--- src/rtl/vga_sync_decoder.sv ---
// Receive-side VGA timing decoder: locks onto incoming hsync/vsync and
// regenerates active-area pixel coordinates, an active-video flag and lock status.
module vga_sync_decoder #(
  parameter int H_ACTIVE    = 640,
  parameter int H_SYNC      = 96,
  parameter int H_BP        = 48,
  parameter int H_TOTAL     = 800,
  parameter int V_ACTIVE    = 480,
  parameter int V_SYNC      = 2,
  parameter int V_BP        = 33,
  parameter int V_TOTAL     = 525,
  parameter int SYNC_POL    = 0,
  parameter int LOCK_FRAMES = 2
) (
  input  logic       pclk,
  input  logic       rst,
  input  logic       hsync,
  input  logic       vsync,
  output logic [9:0] x,
  output logic [9:0] y,
  output logic       display,
  output logic       locked,
  output logic       frame_start,
  output logic       err
);

  localparam logic [1:0] ST_SEARCH = 2'd0;
  localparam logic [1:0] ST_VERIFY = 2'd1;
  localparam logic [1:0] ST_LOCKED = 2'd2;

  localparam logic        ACT     = (SYNC_POL != 0);
  localparam logic [9:0]  H_START = 10'(H_SYNC + H_BP);
  localparam logic [9:0]  H_END   = 10'(H_SYNC + H_BP + H_ACTIVE);
  localparam logic [9:0]  V_START = 10'(V_SYNC + V_BP);
  localparam logic [9:0]  V_END   = 10'(V_SYNC + V_BP + V_ACTIVE);
  localparam logic [10:0] H_TOT11 = 11'(H_TOTAL);
  localparam logic [10:0] V_TOT11 = 11'(V_TOTAL);
  localparam logic [3:0]  LOCK_N  = 4'(LOCK_FRAMES);

  logic       hs_q, hs_qq, vs_q, vs_qq;
  logic       hs_act, hs_act_d, vs_act, vs_act_d;
  logic       ls, fe, fs;
  logic       vs_pend;
  logic [9:0] hpos, vpos;
  logic       line_ok, frame_ok, h_to, v_to, violation;
  logic [1:0] state, state_nx;
  logic [3:0] good_cnt, good_nx, good_inc;
  logic       ha, va, disp_nx, is_locked;

  // Two-stage input registers; reset parks them at the inactive level so
  // the first active sample after reset is seen as an edge.
  always_ff @(posedge pclk) begin
    if (rst) begin
      hs_q  <= ~ACT;
      hs_qq <= ~ACT;
      vs_q  <= ~ACT;
      vs_qq <= ~ACT;
    end else begin
      hs_q  <= hsync;
      hs_qq <= hs_q;
      vs_q  <= vsync;
      vs_qq <= vs_q;
    end
  end

  assign hs_act   = (hs_q  == ACT);
  assign hs_act_d = (hs_qq == ACT);
  assign vs_act   = (vs_q  == ACT);
  assign vs_act_d = (vs_qq == ACT);

  assign ls = hs_act & ~hs_act_d;
  assign fe = vs_act & ~vs_act_d;
  // A vsync edge is held pending until the next line start, which becomes the frame start.
  assign fs = ls & (vs_pend | fe);

  assign line_ok  = (({1'b0, hpos} + 11'd1) == H_TOT11);
  assign frame_ok = (({1'b0, vpos} + 11'd1) == V_TOT11);
  assign h_to     = &hpos;
  assign v_to     = &vpos;

  assign violation = (state != ST_SEARCH) &
                     ((ls & ~line_ok) | (fs & ~frame_ok) | h_to | v_to);

  always_ff @(posedge pclk) begin
    if (rst) begin
      hpos    <= '0;
      vpos    <= '0;
      vs_pend <= 1'b0;
    end else begin
      if (ls)
        hpos <= '0;
      else if (!h_to)
        hpos <= hpos + 10'd1;

      if (fs)
        vpos <= '0;
      else if (ls && !v_to)
        vpos <= vpos + 10'd1;

      if (fs)
        vs_pend <= 1'b0;
      else if (fe)
        vs_pend <= 1'b1;
    end
  end

  assign good_inc = good_cnt + 4'd1;

  always_comb begin
    state_nx = state;
    good_nx  = good_cnt;
    case (state)
      ST_SEARCH: begin
        if (fs) begin
          state_nx = ST_VERIFY;
          good_nx  = '0;
        end
      end
      ST_VERIFY: begin
        if (violation) begin
          state_nx = ST_SEARCH;
        end else if (fs) begin
          good_nx = good_inc;
          if (good_inc == LOCK_N)
            state_nx = ST_LOCKED;
        end
      end
      ST_LOCKED: begin
        if (violation)
          state_nx = ST_SEARCH;
      end
      default: state_nx = ST_SEARCH;
    endcase
  end

  always_ff @(posedge pclk) begin
    if (rst) begin
      state    <= ST_SEARCH;
      good_cnt <= '0;
    end else begin
      state    <= state_nx;
      good_cnt <= good_nx;
    end
  end

  // Outputs use the pre-transition state, so they trail the counters by one edge.
  assign is_locked = (state == ST_LOCKED);
  assign ha        = (hpos >= H_START) && (hpos < H_END);
  assign va        = (vpos >= V_START) && (vpos < V_END);
  assign disp_nx   = is_locked & ha & va;

  always_ff @(posedge pclk) begin
    if (rst) begin
      x           <= '0;
      y           <= '0;
      display     <= 1'b0;
      locked      <= 1'b0;
      frame_start <= 1'b0;
      err         <= 1'b0;
    end else begin
      x           <= disp_nx ? (hpos - H_START) : '0;
      y           <= disp_nx ? (vpos - V_START) : '0;
      display     <= disp_nx;
      locked      <= is_locked;
      frame_start <= fs & is_locked;
      err         <= violation;
    end
  end

endmodule

--- config.mk ---
export PLATFORM = sky130hd
export DESIGN_NAME = vga_sync_decoder
export DESIGN_NICKNAME = d
export VERILOG_FILES = /design/src/rtl/vga_sync_decoder.sv
export SDC_FILE = /design/constraint.sdc
export NUM_CORES = 1
export LEC_CHECK = 0
export ABC_CLOCK_PERIOD_IN_PS = 2200
export BUFFER_PORTS_ARGS = -buffer_cell sky130_fd_sc_hd__buf_4
export CORE_MARGIN = 8
export CORE_UTILIZATION = 52
export CTS_CLUSTER_SIZE = 28
export DETAILED_ROUTE_END_ITERATION = 16
export PLACE_DENSITY = 0.75
export REMOVE_ABC_BUFFERS = 1
export SKIP_CTS_REPAIR_TIMING = 1
export SYNTH_ARGS = -nofsm -noshare
export SYNTH_HDL_FRONTEND = slang
export SYNTH_SLANG_ARGS = --single-unit
--- constraint.sdc ---
create_clock -name pclk -period 2.2 [get_ports pclk]
set_input_delay 0.33 -clock pclk [delete_from_list [all_inputs] [get_ports pclk]]
set_output_delay 0.33 -clock pclk [all_outputs]
set_load 0.01 [all_outputs]
==> out/results.tsv <==
metric	value	unit
Starting Density	0.527	
leakage	1.19	nW
HP Class	input port to register	
commonest non-fill, non-tap cell in the layout	dfxtp_1	
Final Hold Vio Count	0	
Switching Fraction	0.232	
Final ANT Viol Nets	0	
clk buf depth	2	
WL met1	2370	um
CTS H-tree depth	2	
drt drc	0	
number of distinct library cells after synthesis	59	
die width	87.1	um
maximum operating frequency	472	MHz
predominant post-synthesis flop cell	dfxtp_1	
CP Capture Type	register	
RSZ-0062 raised after global routing	no	
post-place setup slack	0.0219	ns
clock skew	0.0102	ns
antenna violations before repair	0	
largest net degree at the start of global routing	22	
final global-route overflow total	0	
setup ws final	0.0827	ns
Pint	1.26	mW
layout cell share with drive strength beyond 1	0.207	
vias in the first global route	1877	
Worst Setup Path Type	register to register	
DRT Pass-1 Iters	4	
largest area contributor in the synthesized netlist	dfxtp_1	
CTS Sinks	55	
CTS buffer count	5	
# IOs	28	
DP HPWL	3570	um
final setup violation count	0	
row count	26	
highest metal layer with signal wires	met4	
diodes inserted	0	
Yosys warnings	0	
routed via count	2069	
clk_lat worst skew	0.31	ns
Worst Tran Pin Value	0.480	ns
Routed WL	4920	um
total of max-cap violations	0	
Die ar.	7580	um2
WL per Instance	12.3	um
Clock power frac	0.331	
Slew Limit Fails	0	
CTS tree	built	
largest cells by area after synthesis	dfxtp_1, nor2_1, xnor2_1	
Max VDD drop	0.000433	V
DIE HEIGHT	87.1	um
FF+latch count, synth	55	
register area share after synthesis	0.419	
total negative slack	0	ns
routability cong.	0.913	
status	completed	
Root Driver	clkbuf_8	
hold path depth	2	
worst hold slack	0.200	ns
Psw	381	uW
PortBufs	27	
Mapped Area	2630	um2
area share of the largest cell type after synthesis	0.419	
Critical Path Fanout Max	7	
P&R area growth vs syn	13.4	%
clock-pin slew on the worst setup and hold paths	0.09	ns
first-pass GRT wire length	8390	um
Mean Syn Cell Area	8.78	um2
PD cells	551	nW/um2
Via-to-Cell Ratio	5.19	
Slew HR	0.671	
Sequential Power Share	0.620	
CP arrival	2.32	ns
met3 wire length	216	um
met2 WL	2260	um
R2R cell count	7	
Cells after Synth	299	
GR Util All Layers	0.136	
part of the cycle the worst path needs	0.962	
layout net count	341	
Tmin final	2.12	ns
Post-synth ARST share	0	
type of origin of the critical path	register	
1st-iter DRT viols	167	
fillers	450	
area of the core	4980	um2
Post-synth EDFFs	0	
Req. time, crit path	2.40	ns
most frequent cells in the layout	dfxtp_1, nor2_1, buf_4, nand2_1	
Logic pwr share	0.049	
==> layer usage <==
| metal | up-vias | track usage |
|---|---|---|
| met5 | - | 0 |
| met4 | 0 | 0.0469 |
| met3 | 6 | 0.0387 |
| met2 | 33 | 0.222 |
| met1 | 948 | 0.167 |
| li1 | 1082 | - |
==> path summary, 6_finish.rpt <==
kind / end / slack, ns / start
max reg2reg: good_cnt[2] / 0.08 / hpos[0]
min reg2reg: vs_qq / 0.45 / vs_q
max: good_cnt[2] / 0.08 / hpos[0]
min: hs_q / 0.20 / hsync
==> critical path, cell delays in order (launching register included) <==
cell     delay [ns]
dfxtp_1        0.44
ha_1           0.26
and4_1         0.25
and3_1         0.16
o211a_1        0.17
o21ai_2        0.11
or2_4          0.28
o311a_1        0.35
==> final cells by class <==
class | count | area, um2 | area share
clock buffer | 5 | 68.8 | 0.0231
clock inverter | 3 | 20.0 | 0.00673
inverter | 13 | 48.8 | 0.0164
multi-input combinational | 213 | 1350 | 0.453
sequential | 55 | 1100 | 0.370
tap | 70 | 87.6 | 0.0294
timing repair buffer | 40 | 300 | 0.101
==> power by group through the flow <==
stage                     Sequential, mW  Clock [mW]  Combinational (mW)
after floorplan                     1.04           0              0.0514
after global placement              1.04           0              0.0767
after detailed placement            1.04           0              0.0794
after CTS                           1.02       0.559              0.0805
after global routing                1.02       0.605              0.0894
final                               1.02       0.543              0.0805
==> sequential cells by signal (all words and copies together) (netlist names), 2 cells and up <==
register	cells
y	10
state	2
hpos	10
good_cnt	4
x	10
vpos	10
==> cells in the mapped netlist (2+ instances only) <==
cell and n:
nand3b_1 4, nand4_1 4, or2_2 6, nand2b_1 4, xor2_1 6, or4_1 2, a211oi_1 2, inv_1 13
nand3_1 15, a31oi_1 2, buf_2 7, nand4b_1 2, clkbuf_1 4, a21oi_1 12, xnor2_1 15, o21ai_0 7
nor3_1 11, o21ai_2 2, buf_4 3, o311ai_1 2, nor2b_1 4, or3_1 2, dfxtp_1 55, and3_1 4
o2111ai_1 3, nand2_1 20, nor2_1 45, nor3b_1 2, ha_1 9, o211a_1 3
==> kinds of logic after synthesis <==
group                    Yosys count  synth area share
AND/OR/NAND/NOR                  137             0.271
XOR/XNOR                          21            0.0701
AO/OA/AOI/OAI                     46             0.125
buffers and inverters             31            0.0715
adder cells (fa/ha/maj)            9            0.0429
flip-flops                        55             0.419
==> stage by stage <==
step | instances | area [um2] | power, mW | utilization
after floorplan | 281 | 2490 | 1.09 | -
after global placement | 391 | 2870 | 1.12 | 0.577
after detailed placement | 391 | 2870 | 1.12 | 0.577
after CTS | 399 | 2960 | 1.66 | 0.595
after global routing | 399 | 2980 | 1.71 | 0.598
final | 399 | 2980 | 1.64 | 0.598
No activity file was read; power rests on OpenSTA's default activity.
